<file path="src/rtl/tlul_pkg.sv">
// TL-UL bus payload types shared by hosts, devices and adapters.
package tlul_pkg;

    localparam int unsigned TL_AW = 32;
    localparam int unsigned TL_DW = 32;
    localparam int unsigned TL_AIW = 8;
    localparam int unsigned TL_DIW = 1;
    localparam int unsigned TL_DBW = TL_DW / 8;
    localparam int unsigned TL_SZW = 2;
    localparam int unsigned RsvdWidth = 5;
    localparam int unsigned H2DCmdIntgWidth = 7;
    localparam int unsigned D2HRspIntgWidth = 7;
    localparam int unsigned DataIntgWidth = 7;

    typedef enum logic [2:0] {
        PutFullData    = 3'h0,
        PutPartialData = 3'h1,
        Get            = 3'h4
    } tl_a_op_e;

    typedef enum logic [2:0] {
        AccessAck     = 3'h0,
        AccessAckData = 3'h1
    } tl_d_op_e;

    typedef struct packed {
        logic [RsvdWidth-1:0]       rsvd;
        logic [3:0]                 instr_type;
        logic [H2DCmdIntgWidth-1:0] cmd_intg;
        logic [DataIntgWidth-1:0]   data_intg;
    } tl_a_user_t;

    typedef struct packed {
        logic [D2HRspIntgWidth-1:0] rsp_intg;
        logic [DataIntgWidth-1:0]   data_intg;
    } tl_d_user_t;

    typedef struct packed {
        logic              a_valid;
        tl_a_op_e          a_opcode;
        logic [2:0]        a_param;
        logic [TL_SZW-1:0] a_size;
        logic [TL_AIW-1:0] a_source;
        logic [TL_AW-1:0]  a_address;
        logic [TL_DBW-1:0] a_mask;
        logic [TL_DW-1:0]  a_data;
        tl_a_user_t        a_user;
        logic              d_ready;
    } tl_h2d_t;

    typedef struct packed {
        logic              d_valid;
        tl_d_op_e          d_opcode;
        logic [2:0]        d_param;
        logic [TL_SZW-1:0] d_size;
        logic [TL_AIW-1:0] d_source;
        logic [TL_DIW-1:0] d_sink;
        logic [TL_DW-1:0]  d_data;
        tl_d_user_t        d_user;
        logic              d_error;
        logic              a_ready;
    } tl_d2h_t;

endpackage

</file>
<file path="src/rtl/top_racl_pkg.sv">
// RACL role/UID types, error log payload and the rsvd-field stamping/extraction helpers.
package top_racl_pkg;

    localparam int unsigned RACL_ROLE_W = 4;
    localparam int unsigned CTN_UID_W = 8;
    localparam int unsigned RACL_ROLE_LSB = 0;
    localparam int unsigned CTN_UID_LSB = 4;

    typedef logic [RACL_ROLE_W-1:0] racl_role_t;
    typedef logic [CTN_UID_W-1:0]   ctn_uid_t;

    typedef struct packed {
        logic                         valid;
        logic                         overflow;
        racl_role_t                   racl_role;
        ctn_uid_t                     ctn_uid;
        logic                         read_access;
        logic [tlul_pkg::TL_AW-1:0]   request_address;
    } racl_error_log_t;

    // Wide enough that role/UID fields never fall off the top before truncation to rsvd.
    localparam int unsigned RsvdPadW = tlul_pkg::RsvdWidth + RACL_ROLE_LSB + RACL_ROLE_W
                                     + CTN_UID_LSB + CTN_UID_W;

    function automatic racl_role_t tlul_extract_racl_role_bits(
        input logic [tlul_pkg::RsvdWidth-1:0] rsvd
    );
        return RACL_ROLE_W'(RsvdPadW'(rsvd) >> RACL_ROLE_LSB);
    endfunction

    function automatic ctn_uid_t tlul_extract_ctn_uid_bits(
        input logic [tlul_pkg::RsvdWidth-1:0] rsvd
    );
        return CTN_UID_W'(RsvdPadW'(rsvd) >> CTN_UID_LSB);
    endfunction

    // Overlay role and UID onto rsvd; any field bits at or above RsvdWidth are dropped.
    function automatic logic [tlul_pkg::RsvdWidth-1:0] tlul_insert_racl_bits(
        input logic [tlul_pkg::RsvdWidth-1:0] rsvd,
        input racl_role_t                     role,
        input ctn_uid_t                       ctn_uid
    );
        return tlul_pkg::RsvdWidth'(
              (RsvdPadW'(rsvd)
                 & ~(RsvdPadW'(racl_role_t'('1)) << RACL_ROLE_LSB)
                 & ~(RsvdPadW'(ctn_uid_t'('1)) << CTN_UID_LSB))
            | (RsvdPadW'(role) << RACL_ROLE_LSB)
            | (RsvdPadW'(ctn_uid) << CTN_UID_LSB));
    endfunction

endpackage

</file>
<file path="src/rtl/prim_fifo_sync.sv">
// Minimal synchronous FIFO; occupancy is owned by the caller, pointers wrap naturally.
module prim_fifo_sync #(
    parameter int unsigned Width = 8,
    parameter int unsigned Depth = 4
) (
    input  logic             clk_i,
    input  logic             rst_ni,
    input  logic             wvalid_i,
    input  logic [Width-1:0] wdata_i,
    input  logic             rready_i,
    output logic [Width-1:0] rdata_o
);

    localparam int unsigned PtrW = $clog2(Depth);

    logic [PtrW-1:0]  wptr_q;
    logic [PtrW-1:0]  rptr_q;
    logic [Width-1:0] mem_q [Depth];

    always_ff @(posedge clk_i) begin
        if (!rst_ni) begin
            wptr_q <= '0;
            rptr_q <= '0;
        end else begin
            if (wvalid_i) begin
                wptr_q <= wptr_q + PtrW'(1);
            end
            if (rready_i) begin
                rptr_q <= rptr_q + PtrW'(1);
            end
        end
    end

    always_ff @(posedge clk_i) begin
        if (wvalid_i) begin
            mem_q[wptr_q] <= wdata_i;
        end
    end

    assign rdata_o = mem_q[rptr_q];

endmodule

</file>
<file path="src/rtl/tlul_racl_role_stamper.sv">
// Stamps a stable RACL role/CTN UID into TL-UL A-channel rsvd bits, bounds outstanding
// requests and logs the first erroring response against its originating request.
module tlul_racl_role_stamper
    import tlul_pkg::*;
    import top_racl_pkg::*;
#(
    parameter int unsigned MaxOutstanding = 4
) (
    input  logic                              clk_i,
    input  logic                              rst_ni,
    input  tlul_pkg::tl_h2d_t                 tl_h_i,
    output tlul_pkg::tl_d2h_t                 tl_h_o,
    output tlul_pkg::tl_h2d_t                 tl_d_o,
    input  tlul_pkg::tl_d2h_t                 tl_d_i,
    input  top_racl_pkg::racl_role_t          role_i,
    input  logic [top_racl_pkg::CTN_UID_W-1:0] ctn_uid_i,
    input  logic                              err_clr_i,
    output top_racl_pkg::racl_error_log_t     err_log_o,
    output logic                              busy_o
);

    localparam int unsigned CntW = $clog2(MaxOutstanding + 1);

    typedef struct packed {
        logic [TL_AW-1:0] addr;
        logic             read;
    } trk_t;

    localparam int unsigned TrkW = $bits(trk_t);

    logic [CntW-1:0] cnt_q, cnt_d;
    racl_role_t      role_q;
    ctn_uid_t        uid_q;
    racl_error_log_t log_q, log_d;
    logic            busy_q;
    logic            full;
    logic            a_hs;
    logic            d_hs;
    trk_t            trk_wdata;
    trk_t            trk_rdata;

    assign full = (cnt_q == CntW'(MaxOutstanding));

    // Request path: pass-through with stamped rsvd and a stall once the window is full.
    always_comb begin
        tl_d_o                = tl_h_i;
        tl_d_o.a_valid        = tl_h_i.a_valid & ~full;
        tl_d_o.a_user.rsvd    = tlul_insert_racl_bits(tl_h_i.a_user.rsvd, role_q, uid_q);
    end

    always_comb begin
        tl_h_o         = tl_d_i;
        tl_h_o.a_ready = tl_d_i.a_ready & ~full;
    end

    assign a_hs = tl_d_o.a_valid & tl_d_i.a_ready;
    // Responses with nothing outstanding are a protocol violation and do not touch tracking.
    assign d_hs = tl_d_i.d_valid & tl_h_i.d_ready & (cnt_q != '0);

    assign trk_wdata.addr = tl_h_i.a_address;
    assign trk_wdata.read = (tl_h_i.a_opcode == Get);

    prim_fifo_sync #(
        .Width (TrkW),
        .Depth (MaxOutstanding)
    ) u_trk_fifo (
        .clk_i    (clk_i),
        .rst_ni   (rst_ni),
        .wvalid_i (a_hs),
        .wdata_i  (trk_wdata),
        .rready_i (d_hs),
        .rdata_o  (trk_rdata)
    );

    always_comb begin
        cnt_d = cnt_q;
        log_d = log_q;

        case ({a_hs, d_hs})
            2'b10:   cnt_d = cnt_q + CntW'(1);
            2'b01:   cnt_d = cnt_q - CntW'(1);
            default: cnt_d = cnt_q;
        endcase

        // A clear coinciding with a new error yields a fresh capture rather than an overflow.
        if (d_hs && tl_d_i.d_error) begin
            if (!log_q.valid || err_clr_i) begin
                log_d.valid           = 1'b1;
                log_d.overflow        = 1'b0;
                log_d.racl_role       = role_q;
                log_d.ctn_uid         = uid_q;
                log_d.read_access     = trk_rdata.read;
                log_d.request_address = trk_rdata.addr;
            end else begin
                log_d.overflow = 1'b1;
            end
        end else if (err_clr_i) begin
            log_d.valid    = 1'b0;
            log_d.overflow = 1'b0;
        end
    end

    always_ff @(posedge clk_i) begin
        if (!rst_ni) begin
            cnt_q  <= '0;
            role_q <= '0;
            uid_q  <= '0;
            log_q  <= '0;
            busy_q <= 1'b0;
        end else begin
            cnt_q  <= cnt_d;
            log_q  <= log_d;
            busy_q <= (cnt_d != '0);
            // Role/UID only change while idle so every in-flight request shares one identity.
            if ((cnt_q == '0) && !a_hs) begin
                role_q <= role_i;
                uid_q  <= ctn_uid_i;
            end
        end
    end

    assign err_log_o = log_q;
    assign busy_o    = busy_q;

endmodule

</file>
<file path="config.mk">
export PLATFORM = sky130hd
export DESIGN_NAME = tlul_racl_role_stamper
export DESIGN_NICKNAME = d
export VERILOG_FILES = /design/src/rtl/tlul_pkg.sv /design/src/rtl/top_racl_pkg.sv /design/src/rtl/prim_fifo_sync.sv /design/src/rtl/tlul_racl_role_stamper.sv
export SDC_FILE = /design/constraint.sdc
export NUM_CORES = 1
export LEC_CHECK = 0
export BUFFER_PORTS_ARGS = -buffer_cell sky130_fd_sc_hd__clkbuf_2
export CAP_MARGIN = 20
export CORE_AREA = 2 2 162 164
export CTS_CLUSTER_SIZE = 20
export DETAILED_ROUTE_END_ITERATION = 7
export DIE_AREA = 0 0 164 166
export GPL_ROUTABILITY_DRIVEN = 0
export GPL_TIMING_DRIVEN = 0
export PLACE_DENSITY = 0.65
export SYNTH_ARGS = -nofsm -noshare
export SYNTH_HDL_FRONTEND = slang
export SYNTH_SLANG_ARGS = --single-unit
</file>
<file path="constraint.sdc">
create_clock -name clk_i -period 2.2 [get_ports clk_i]
set_clock_uncertainty 0.1 [all_clocks]
set_input_delay 0.22 -clock clk_i [delete_from_list [all_inputs] [get_ports clk_i]]
set_output_delay 0.22 -clock clk_i [all_outputs]
set_load 0.01 [all_outputs]
</file>
# --- After elaboration in Yosys (flattened, before gate mapping) ---
# Memories as Yosys holds them, arrays and structs flattened. A register that Yosys moved wholly into a read port is not among the register bits.
# Index checks and enable logic that the tools add are counted.
totals:
  reg_bits: 34
  mem_bits_rw: 132
  input_bits: 190
  output_inout_bits: 223
  wordCells: 46
  n_memories: 1
memory_table:
  columns: ["memory", "words", "width", "read_ports", "rd_clocked_by_memory_dff", "wr", "line", "rtl"]
  rows:
  - ["u_trk_fifo.mem_q", 4, 33, 1, 1, 1, "prim_fifo_sync.sv:18", "logic [Width-1:0] mem_q [Depth];"]
op_classes:
  addsub: 4
  n_eq_ne: 5
  mux: 7
  n_bitwise: 7
  n_reduce_logical: 12
op_table:
  columns: ["op", "n"]
  rows:
  - ["$eq 3x3->1 const B", 2]
  - ["$pmux 3 s2", 1]
  - ["$reduce_bool 3->1", 2]
  - ["$and 1x1->1", 5]
  - ["$or 4x5->5", 1]
  - ["$add 2x1->2 const B", 2]
  - ["$mux 1", 4]
  - ["$mux 2", 2]
  - ["$reduce_and 2->1", 2]
  - ["$add 3x1->3 const B", 1]
  - ["$logic_not 1->1", 3]
  - ["$logic_not 3->1", 1]
  - ["$sub 3x1->3 const B", 1]
  - ["$eq 2x1->1 const B", 1]
  - ["$eq 2x2->1 const B", 1]
  - ["$logic_and 1x1->1", 2]
  - ["$ne 2x1->1 const B", 1]
  - ["$reduce_bool 2->1", 1]
  - ["$logic_or 1x1->1", 1]
  - ["$not 1->1", 1]

# --- Depth between registers and ports, before layout ---
# Gate-level depths: netlist of the first run.
logic_depth:
  word_depth: 7
  ltp_mapped: 11

# --- Modules after synthesis ---
# A second synthesis of the first run with hierarchy kept.
hier_totals:
  cells_unflattened: 656
  hier_area_um2: 8946.1
modules_own_cells:
  columns: ["module", "instances", "cells_each", "area_each_um2"]
  rows:
  - ["prim_fifo_sync", 1, 200, 5079.9]
  - ["tlul_racl_role_stamper", 1, 456, 3866.2]

# --- Worst setup path before layout of the first run ---
# Ideal clock, no wire load.
synth_timing:
  path_kind: "register -> register"
  startpoint: "register cnt_q[0]"
  endpoint: "register busy_q (netlist: busy_o)"
  arrival_time_ps: 2250
  required_time_ps: 2041
  setup_slack_ps: -209
  path_stages_with_launch: 12
  path_buffers: 3
  period_less_slack_ps: 2409
  path_cell_list: "dfxtp_1 > buf_6 > o311ai_4 > inv_2 > buf_2 > buf_6 > ha_1 > inv_1 > fa_1 > and3b_1 > a31oi_1 > o31a_1"
synth_between:
  elab_chain_cells: 7
  word_cells_on_any_way: 12
synth_rtl:
  columns: ["element", "line", "rtl"]
  rows:
  - ["start, declared", "tlul_racl_role_stamper.sv:31", "logic [CntW-1:0] cnt_q, cnt_d;"]
  - ["start signal, assigned", "tlul_racl_role_stamper.sv:111", "cnt_q <= cnt_d;"]
  - ["$eq 3x3->1", "tlul_racl_role_stamper.sv:42", "assign full = (cnt_q == CntW'(MaxOutstanding));"]
  - ["$not 1->1", "tlul_racl_role_stamper.sv:47", "tl_d_o.a_valid = tl_h_i.a_valid & ~full;"]
  - ["$and 1x1->1", "tlul_racl_role_stamper.sv:47", null]
  - ["$and 1x1->1", "tlul_racl_role_stamper.sv:56", "assign a_hs = tl_d_o.a_valid & tl_d_i.a_ready;"]
  - ["$eq 2x1->1 / $eq 2x2->1 (equally long branches)", "tlul_racl_role_stamper.sv:79", "case ({a_hs, d_hs})"]
  - ["$pmux 3 s2 (*)", "tlul_racl_role_stamper.sv:79", null]
  - ["$reduce_bool 3->1 (*)", "tlul_racl_role_stamper.sv:113", "busy_q <= (cnt_d != '0);"]
  - ["end signal, assigned", "tlul_racl_role_stamper.sv:113", null]
  - ["end, declared", "tlul_racl_role_stamper.sv:35", "logic busy_q;"]
# Every way passes the cells marked *; elsewhere a longest branch is shown, timed or not.
# A chain may end at the register's enable or synchronous reset.

# --- Worst setup path after layout of the first run ---
layout_timing:
  startpoint: "register cnt_q[2]"
  endpoint: "register busy_q (netlist: busy_o)"
# The elaborated chain is that of the path after synthesis.

==> qor_table.md, run 1 <==
| Result | Value | Unit |
|:---|:---|:---|
| Class of the worst hold path | in2reg | - |
| Final-layout setup total negative slack | -0.01615 | ns |
| Violated checks | negative setup slack | - |
| Area of the multi-input gates | 0.002150 | mm^2 |
| Final count of negative-setup-slack endpoints | 1 | - |
| DRC | 0 | - |
| Fmax | 451.2 | MHz |
| Buffers from clock root to sink, at most | 2 | - |
| Category of the critical setup timing path | reg2reg | - |
| I/O pin count | 413 | - |
| Hold Violations, Final | 0 | - |
| Minimum setup slack after placement | -0.4226 | ns |
| Maximum single-stage delay on the critical path | 0.40 | ns |
| Htree depth | 4 | - |
| Arrival time reported for the critical path endpoint | 2.44 | ns |
| Kind of launch point of the worst setup path | register | - |
| Peak supply drop | 437.2 | uV |
| Endpoint kind of the worst setup timing path | register | - |
| Result of the run | complete, but fails checks | - |
| Storage cell area | 0.005316 | mm^2 |
| Overall overflow remaining after global route | 0 | - |
| Initial core utilization | 34.88 | % |
| Wirelength per Cell | 20.93 | um |
| Post-route clock period utilization | 100.7 | % |
| Final critical delay including setup and external delays | 2.216 | ns |
| Antenna viol nets, final | 0 | - |
| Register clock-pin slew on the reported worst setup and hold paths | 0.09 | ns |
| Die Span X | 164 | um |
| Number of buffers inserted during clock tree synthesis | 17 | - |
| Reg-to-reg critical path startpoint | cnt_q[2]$_SDFF_PN0_ | - |
| RSZ-0062 raised after global routing | true | - |
| Routed wire length | 28760 | um |
| Number of global-route vias before repair | 6293 | - |
| Overall track demand over capacity in global routing | 20.46 | % |
| Worst-case headroom to the max-slew limit | 50.03 | % |
| Number of antenna violations at the first check in global routing | 6 | - |
| Core ar. | 0.02562 | mm^2 |
| Pin count of the biggest net entering global routing | 32 | - |
| Final-report max-slew violation count | 0 | - |
| Critical Path, Cell by Cell | nor3b_4, nor2_1, inv_1, ha_4, inv_2, fa_2, xor2_1, o21a_1, o31a_1 | - |
| WP data required | 2.42 | ns |
| Critical-path cell with the highest stage delay | sky130_fd_sc_hd__dfxtp_4 | - |
| TritonCTS clock tree | done | - |
| Via count | 6466 | - |
| Post-synthesis area per instance | 13.20 | um^2 |
| DP HPWL | 22210 | um |
| Leading cell type in the layout, fill and taps excluded | sky130_fd_sc_hd__clkbuf_2 | - |
| Capture point of the worst reg-to-reg path | busy_o$_SDFF_PN0_ | - |
| Max-capacitance violation count | 0 | - |
| Synth Register Bits | 199 | - |
| Post-layout nets | 1221 | - |
| Wire length of the first global-routing pass | 40250 | um |
| Instance count of the mapped netlist | 677 | - |
| Number of clock sinks seen by CTS | 199 | - |
| Number of DRC markers after the initial detailed-route iteration | 431 | - |
| Netlist area before placement | 0.008935 | mm^2 |
| Net count of the mapped netlist | 873 | - |
| Instance count along the most critical hold path | 2 | - |
| Portion of the post-synthesis area used by sequential elements | 59.38 | % |
| Leakage power summed over all cells | 4.996 | nW |
| Largest driver fanout on the critical path | 7 | - |
| Router iterations before antenna repair | 5 | - |
| Worst min-delay path endpoint | u_trk_fifo.mem_q[2][0]$_DFFE_PP_ | - |
| Vertical extent of the die | 166 | um |
| Row count | 59 | - |
| Number of filler cells placed in the layout | 2318 | - |
| Clk Tree Root Cell | sky130_fd_sc_hd__clkbuf_16 | - |
| Post-route worst setup slack | -0.01615 | ns |
| Input/output buffers | 275 | - |
| Source-to-sink clock delay at the later pin of the worst-skew pair | 0.43 | ns |
| Fraction of layout instances using a drive strength above 1 | 53.08 | % |
| Die footprint | 0.02722 | mm^2 |
| Relative area change from synthesis to final layout | 34.24 | % |
| Register-to-register setup slack | -0.02 | ns |
| Power per unit of standard cell area | 740.3 | mW/mm^2 |
| Leading cell types in the layout, fill and taps excluded | sky130_fd_sc_hd__clkbuf_2 (274), sky130_fd_sc_hd__buf_4 (182), sky130_fd_sc_hd__edfxtp_1 (132) | - |
| Least-Margin Pin Slew | 0.7496 | ns |
| Number of warnings printed during yosys synthesis | 0 | - |
| Vias per inst | 4.706 | - |
| Count of cells along the worst register-to-register path | 9 | - |
| Synth cell types | 40 | - |
| Hold path startpoint | tl_h_i[106] | - |
## routing by layer
metal / global-route usage [%] / vias up / wire [um]
met3: 8.167 / 23 / 2781
met2: 33.87 / 272 / 14110
met4: 3.471 / 10 / 232
met5: 0 / - / 59
li1: - / 3009 / -
met1: 25.59 / 3152 / 11580
## where the power goes
part           leakage, nW  internal [W]  switching [W]
combinational         2.94      0.000685       0.000713
sequential            1.75       0.00411      0.0000718
clock                0.305       0.00168        0.00162
total                 5.00       0.00648        0.00240
## state kept, by name (all words and copies together), names as in the netlist
signal and flops:
role_q 4, u_trk_fifo.wptr_q 2, busy_o 1, cnt_q 3, u_trk_fifo.rptr_q 2, err_log_o 47, uid_q 8, u_trk_fifo.mem_q 132
## logic make-up (layout without fill, tap and decap cells)
family	Yosys count	in the layout	synth area share [%]
AO/OA/AOI/OAI	96	96	6.862
multiplexers	45	45	9.663
AND/OR/NAND/NOR	105	105	5.938
other	0	1	0
adder cells (fa/ha/maj)	6	6	0.9242
XOR/XNOR	3	3	0.2941
buffers and inverters	223	584	16.94
flip-flops	199	199	59.38
## Yosys cell counts
| cell type | number | share of area, % |
|---|---|---|
| sky130_fd_sc_hd__nor3_1 | 1 | 0.056 |
| sky130_fd_sc_hd__mux2i_1 | 12 | 1.3 |
| sky130_fd_sc_hd__mux4_2 | 33 | 8.3 |
| sky130_fd_sc_hd__buf_1 | 6 | 0.25 |
| sky130_fd_sc_hd__edfxtp_1 | 132 | 44 |
| sky130_fd_sc_hd__or3_1 | 1 | 0.070 |
| sky130_fd_sc_hd__and2_1 | 3 | 0.21 |
| sky130_fd_sc_hd__ha_1 | 5 | 0.70 |
| sky130_fd_sc_hd__clkbuf_1 | 21 | 0.88 |
| sky130_fd_sc_hd__inv_2 | 1 | 0.042 |
| sky130_fd_sc_hd__fa_1 | 1 | 0.22 |
| sky130_fd_sc_hd__a2111oi_2 | 1 | 0.17 |
| sky130_fd_sc_hd__xnor2_1 | 1 | 0.098 |
| sky130_fd_sc_hd__clkinv_1 | 2 | 0.084 |
| sky130_fd_sc_hd__nand3_1 | 3 | 0.17 |
| sky130_fd_sc_hd__o21a_1 | 2 | 0.17 |
| sky130_fd_sc_hd__nand2_1 | 49 | 2.1 |
| sky130_fd_sc_hd__buf_4 | 173 | 15 |
| sky130_fd_sc_hd__nor2b_1 | 1 | 0.070 |
| sky130_fd_sc_hd__o21ai_0 | 5 | 0.28 |
| sky130_fd_sc_hd__nand2b_1 | 1 | 0.070 |
| sky130_fd_sc_hd__nand3_2 | 1 | 0.11 |
| sky130_fd_sc_hd__a2111o_1 | 1 | 0.13 |
| sky130_fd_sc_hd__a31oi_1 | 1 | 0.070 |
| sky130_fd_sc_hd__buf_6 | 2 | 0.25 |
| sky130_fd_sc_hd__o311ai_4 | 1 | 0.29 |
| sky130_fd_sc_hd__a211oi_1 | 1 | 0.084 |
| sky130_fd_sc_hd__and3b_1 | 1 | 0.098 |
| sky130_fd_sc_hd__dfxtp_1 | 67 | 15 |
| sky130_fd_sc_hd__nor3b_1 | 2 | 0.17 |
| sky130_fd_sc_hd__or3b_2 | 1 | 0.098 |
| sky130_fd_sc_hd__xor2_1 | 2 | 0.20 |
| sky130_fd_sc_hd__a21oi_1 | 50 | 2.8 |
| sky130_fd_sc_hd__o31ai_1 | 33 | 2.8 |
| sky130_fd_sc_hd__o31a_1 | 1 | 0.098 |
| sky130_fd_sc_hd__buf_2 | 10 | 0.56 |
| sky130_fd_sc_hd__nand4_1 | 33 | 2.3 |
| sky130_fd_sc_hd__inv_1 | 8 | 0.34 |
| sky130_fd_sc_hd__and3_1 | 4 | 0.28 |
| sky130_fd_sc_hd__nor2_1 | 4 | 0.17 |
## layout make-up
type,instances,area share (%)
well taps,335,3.495
multi-input cells,255,17.92
inverters,11,0.3443
clock inverters,15,1.805
clock buffers,17,3.547
diodes,1,0.02086
plain buffers,208,12.02
flip-flops and latches,199,44.33
repair buffers,333,16.52
## how the worst max path moves through the flow
stage | end | cells after the start | startpoint
after floorplan | busy_o$_SDFF_PN0_ | 11 | cnt_q[0]$_SDFF_PN0_
after global placement | u_trk_fifo.mem_q[2][20]$_DFFE_PP_ | 4 | cnt_q[0]$_SDFF_PN0_
after detailed placement | busy_o$_SDFF_PN0_ | 11 | cnt_q[0]$_SDFF_PN0_
after CTS | busy_o$_SDFF_PN0_ | 9 | cnt_q[1]$_SDFF_PN0_
after global routing | busy_o$_SDFF_PN0_ | 9 | cnt_q[2]$_SDFF_PN0_
final | busy_o$_SDFF_PN0_ | 9 | cnt_q[2]$_SDFF_PN0_
## stage by stage
step | std cells | utilization, % | instance area [um^2] | hold slack (ns) | power [W]
after floorplan | 677 | - | 8956 | 0.1985 | 0.005082
after global routing | 1373 | 46.81 | 11990 | 0.03364 | 0.009243
after CTS | 1372 | 46.80 | 11990 | 0.02142 | 0.008958
after detailed placement | 1291 | 42.33 | 10840 | 0.3225 | 0.005593
final | 1374 | 46.82 | 11990 | 0.04828 | 0.008879
after global placement | 1287 | 41.97 | 10750 | 0.3171 | 0.005572
## critical path, delay by kind of cell (launching register included)
family,cells,cell delay (ns)
AO/OA/AOI/OAI,2,0.53
adder cells (fa/ha/maj),2,0.51
flip-flops,1,0.40
AND/OR/NAND/NOR,2,0.28
XOR/XNOR,1,0.16
buffers and inverters,2,0.13
## repair_timing
item | CTS | global route
hold buffers | 45 | 0
hold endpoints to repair | 141 | 0
pin swaps | 5 | 7
setup endpoints to repair | 3 | 4
gates resized for setup | 9 | 5
buffers inserted | 6 | 3
(Power assumes the default switching activity.)
==> run 2: changes to the inputs <==
--- a/config.mk
+++ b/config.mk
@@ -5,15 +5,16 @@
 export SDC_FILE = /design/constraint.sdc
 export NUM_CORES = 1
 export LEC_CHECK = 0
+export ABC_AREA = 1
 export BUFFER_PORTS_ARGS = -buffer_cell sky130_fd_sc_hd__clkbuf_2
 export CAP_MARGIN = 20
-export CORE_AREA = 2 2 162 164
+export CORE_AREA = 2 2 160 162
 export CTS_CLUSTER_SIZE = 20
 export DETAILED_ROUTE_END_ITERATION = 7
-export DIE_AREA = 0 0 164 166
+export DIE_AREA = 0 0 162 164
 export GPL_ROUTABILITY_DRIVEN = 0
 export GPL_TIMING_DRIVEN = 0
-export PLACE_DENSITY = 0.65
+export PLACE_DENSITY = 0.66
 export SYNTH_ARGS = -nofsm -noshare
 export SYNTH_HDL_FRONTEND = slang
 export SYNTH_SLANG_ARGS = --single-unit
==> constraint.sdc (replaced) <==
create_clock -name clk_i -period 2.3 [get_ports clk_i]
set_clock_uncertainty 0.1 [all_clocks]
set_input_delay 0.23 -clock clk_i [delete_from_list [all_inputs] [get_ports clk_i]]
set_output_delay 0.23 -clock clk_i [all_outputs]
set_load 0.01 [all_outputs]
==> run 2 against run 1 <==
  * The flow now finishes without violations
  * Via count is 17% higher
  * Core utilization up 2.8 points
  * Largest power group unchanged
  * First-iteration DRC count increased by 16%
  * Combinational power rose by 9%
  * Design area increased by 2.7%
  * Critical path depth down 2
  * Sequential share of layout area decreased by 1.3 points
  * Hold slack worse by 0.028 ns
  * Sequential power down 3%
  * Critical path type unchanged
==> qor_table.md, run 2 <==
| Result | Value | Unit | vs previous |
|:---|:---|:---|:---|
| Most numerous cell in the Yosys netlist | sky130_fd_sc_hd__nand2_1 | - | was sky130_fd_sc_hd__buf_4 |
| Relative area change from synthesis to final layout | 32.93 | % | was 34.24% |
| Cell accounting for the most synthesized area | sky130_fd_sc_hd__edfxtp_1 | - | unchanged |
| TritonCTS clock tree | done | - | unchanged |
| Leading cell type in the layout, fill and taps excluded | sky130_fd_sc_hd__clkbuf_2 | - | unchanged |
| Peak supply drop | 370.1 | uV | was 437.2 uV |
| Router iterations before antenna repair | 5 | - | unchanged |
| Most frequently used flop master after synthesis | sky130_fd_sc_hd__edfxtp_1 | - | unchanged |
| Number of clock sinks seen by CTS | 199 | - | unchanged |
| Number of warnings printed during yosys synthesis | 0 | - | unchanged |
| Number of antenna violations at the first check in global routing | 9 | - | was 6 |
| Kind of launch point of the worst setup path | register | - | unchanged |
| Final critical delay including setup and external delays | 2.161 | ns | was 2.216 ns |
| Die Span X | 162 | um | was 164 um |
| Net count of the mapped netlist | 1196 | - | was 873 |
| Max FFs per register | 132 | - | unchanged |
| Wire length of the first global-routing pass | 43170 | um | was 40250 um |
| Least-Margin Pin Slew | 0.7584 | ns | was 0.7496 ns |
| Initial core utilization | 37.35 | % | was 34.88% |
| Register clock-pin slew on the reported worst setup and hold paths | 0.08 | ns | was 0.09 ns |
| Post-layout nets | 1538 | - | was 1221 |
| Post-Place Cell Area | 0.01119 | mm^2 | was 0.01084 mm^2 |
| Post-route clock period utilization | 93.96 | % | was 100.7% |
| Max-capacitance violation count | 0 | - | unchanged |
| Input/output buffers | 276 | - | was 275 |
| Wirelength per Cell | 18.09 | um | was 20.93 um |
| Storage cell area | 0.005306 | mm^2 | was 0.005316 mm^2 |
| Fmax | 462.7 | MHz | was 451.2 MHz |
| Critical Path, Cell by Cell | nor2_4, nand2_1, nand3_4, buf_6, buf_4, nor2_4, buf_16 | - | was nor3b_4, nor2_1, inv_1, ha_4, inv_2, fa_2, xor2_1, o21a_1, o31a_1 |
| End-of-flow core utilization | 49.65 | % | was 46.82% |
| Final count of negative-setup-slack endpoints | 0 | - | was 1 |
| Leading post-synthesis cells by instance count | sky130_fd_sc_hd__nand2_1 (250), sky130_fd_sc_hd__buf_4 (175), sky130_fd_sc_hd__nor2_1 (145), sky130_fd_sc_hd__edfxtp_1 (132), sky130_fd_sc_hd__inv_1 (73) | - | was sky130_fd_sc_hd__buf_4 (173), sky130_fd_sc_hd__edfxtp_1 (132), sky130_fd_sc_hd__dfxtp_1 (67), sky130_fd_sc_hd__a21oi_1 (50), sky130_fd_sc_hd__nand2_1 (49) |
| DP HPWL | 23400 | um | was 22210 um |
| Leading post-synthesis cells by cell area | sky130_fd_sc_hd__edfxtp_1 (43%), sky130_fd_sc_hd__dfxtp_1 (14%), sky130_fd_sc_hd__buf_4 (14%) | - | was sky130_fd_sc_hd__edfxtp_1 (44%), sky130_fd_sc_hd__dfxtp_1 (15%), sky130_fd_sc_hd__buf_4 (15%) |
| CP bufs+invs | 3 | - | was 2 |
| Vertical extent of the die | 164 | um | was 166 um |
| Category of the critical setup timing path | reg2reg | - | unchanged |
| Endpoint kind of the worst setup timing path | register | - | unchanged |
| RSZ-0062 raised after global routing | false | - | was true |
| Hold Violations, Final | 0 | - | unchanged |
| Routed wire length | 30520 | um | was 28760 um |
| Area of the multi-input gates | 0.002198 | mm^2 | was 0.002150 mm^2 |
| Post-synthesis area per instance | 9.270 | um^2 | was 13.20 um^2 |
| Maximum single-stage delay on the critical path | 0.52 | ns | was 0.40 ns |
| Via count | 7556 | - | was 6466 |
| Number of filler cells placed in the layout | 2334 | - | was 2318 |
| Critical-path cell with the highest stage delay | sky130_fd_sc_hd__nor2_4 | - | was sky130_fd_sc_hd__dfxtp_4 |
| Power per unit of standard cell area | 725.6 | mW/mm^2 | was 740.3 mW/mm^2 |
| WP data required | 2.34 | ns | was 2.42 ns |
| DRC | 0 | - | unchanged |
| Most prevalent standard cell on the critical path | sky130_fd_sc_hd__nor2_4 | - |  |
| Instance count of the mapped netlist | 1000 | - | was 677 |
| Clk Tree Root Cell | sky130_fd_sc_hd__clkbuf_16 | - | unchanged |
| Largest delay share family, worst path | simple AND/OR/NAND/NOR gates | - | was compound AO/OA/AOI/OAI gates |
| Netlist area before placement | 0.009270 | mm^2 | was 0.008935 mm^2 |
| Die footprint | 0.02657 | mm^2 | was 0.02722 mm^2 |
| Row count | 58 | - | was 59 |
| Synth Register Bits | 199 | - | unchanged |
| Leading cell types in the layout, fill and taps excluded | sky130_fd_sc_hd__clkbuf_2 (276), sky130_fd_sc_hd__nand2_1 (249), sky130_fd_sc_hd__buf_4 (177) | - | was sky130_fd_sc_hd__clkbuf_2 (274), sky130_fd_sc_hd__buf_4 (182), sky130_fd_sc_hd__edfxtp_1 (132) |
| Synth cell types | 24 | - | was 40 |
| Share of synthesized registers carrying an async set or reset | 0 | % | unchanged |
| Buffers from clock root to sink, at most | 2 | - | unchanged |
| Vias per inst | 4.479 | - | was 4.706 |
| I/O pin count | 413 | - | unchanged |
| Register name with the most flops | u_trk_fifo.mem_q | - | unchanged |
| Portion of the post-synthesis area used by sequential elements | 57.23 | % | was 59.38% |
| Pin count of the biggest net entering global routing | 25 | - | was 32 |
| Final-report max-slew violation count | 0 | - | unchanged |
| Class of the worst hold path | in2reg | - | unchanged |
| Number of buffers inserted during clock tree synthesis | 17 | - | unchanged |
| Number of DRC markers after the initial detailed-route iteration | 500 | - | was 431 |
| Core ar. | 0.02482 | mm^2 | was 0.02562 mm^2 |
| Largest driver fanout on the critical path | 17 | - | was 7 |
| Antenna viol nets, final | 0 | - | unchanged |
| Layout Cell Area excl Fill | 0.01232 | mm^2 | was 0.01199 mm^2 |
| Htree depth | 4 | - | unchanged |
| Leakage power summed over all cells | 5.903 | nW | was 4.996 nW |
| Result of the run | completed | - | was complete, but fails checks |
| Overall track demand over capacity in global routing | 22.35 | % | was 20.46% |
| Top cell type's share of synthesized area | 42.76 | % | was 44.36% |
| Arrival time reported for the critical path endpoint | 2.20 | ns | was 2.44 ns |
| Worst-case headroom to the max-slew limit | 49.44 | % | was 50.03% |
| Fraction of layout instances using a drive strength above 1 | 38.82 | % | was 53.08% |
| Source-to-sink clock delay at the later pin of the worst-skew pair | 0.44 | ns | was 0.43 ns |
| Number of enable flip-flop cells after synthesis | 132 | - | unchanged |
| Overall overflow remaining after global route | 0 | - | unchanged |
| Number of global-route vias before repair | 7096 | - | was 6293 |
## run 2: changes by cell type after synthesis, sizes merged, moves of 33 or more
cell   delta
nor2    +142
inv      +67
nand2   +202
o21ai    +64
mux4     -33
o31ai    -33
## run 2: final timing paths
path / startpoint / endpoint / slack, ns / cells past startpoint
hold reg to reg: uid_q[7]$_SDFFE_PN0P_ / uid_q[7]$_SDFFE_PN0P_ / 0.40 / 2
hold / removal: role_i[1] / role_q[1]$_SDFFE_PN0P_ / 0.02 / 5
setup reg to reg: cnt_q[1]$_SDFF_PN0_ / u_trk_fifo.mem_q[0][17]$_DFFE_PP_ / 0.14 / 7
setup / recovery: cnt_q[1]$_SDFF_PN0_ / u_trk_fifo.mem_q[0][17]$_DFFE_PP_ / 0.14 / 7
## run 2: tightest hold or removal path, cell delays in order
cell	delay (ns)
sky130_fd_sc_hd__clkbuf_2	0.08
sky130_fd_sc_hd__inv_1	0.05
sky130_fd_sc_hd__nand3_1	0.06
sky130_fd_sc_hd__nand2_1	0.06
sky130_fd_sc_hd__nor2_1	0.03
## run 2: metal layers
layer	global-route usage (%)	vias up	part of all wire [%]
met4	6.154	14	1.8
met2	35.92	292	47
met5	0	-	0.31
li1	-	3683	-
met1	28.38	3520	41
met3	8.409	47	9.5
## run 2: kinds of logic (layout without fill, tap and decap cells)
group	Yosys count	count (layout)	share of synthesized area [%]
buffers and inverters	288	643	19.60
DFF	199	199	57.23
xor gates and xnor gates	1	1	0.09450
and+or+nand+nor	416	416	17.28
other	0	2	0
adders and majority gates	6	6	0.8908
AOI/OAI and AO/OA	90	90	4.913
## run 2: repair_timing
item	in CTS	in global routing
hold endpoints to repair	137	0
resized for setup	3	6
hold buffers	41	0
buffers inserted	2	0
pin swaps	0	0
endpoints found under the setup margin	3	1
## run 2: per-stage QoR
stage               hold WS [ns]  setup WS [ns]  power [W]  instances  setup TNS (ns)
floorplan                 0.2289        -0.3710   0.005008       1000          -48.97
global placement          0.3565         -1.756   0.005544       1606         -222.54
detailed placement        0.3682        -0.2962   0.005590       1610         -0.5389
CTS                   0.00001438        0.04668   0.009006       1685               0
global route             0.03845        0.01439   0.009320       1687               0
finish                   0.02039         0.1390   0.008942       1687               0
## run 2: power breakdown
| part | total (W) | leakage [nW] | internal, W | switching (W) |
|---|---|---|---|---|
| combinational | 0.00152 | 3.83 | 0.000664 | 0.000853 |
| clock | 0.00337 | 0.329 | 0.00189 | 0.00148 |
| sequential | 0.00406 | 1.75 | 0.00397 | 0.0000858 |
## run 2: area by class of cell
type	instances	area share (%)
inverters	76	2.315
clock buffers	17	3.452
multi-input cells	513	17.84
well taps	330	3.351
clock inverters	15	2.031
repair buffers	323	15.43
plain buffers	212	12.48
flip-flops and latches	199	43.06
diodes	2	0.04061
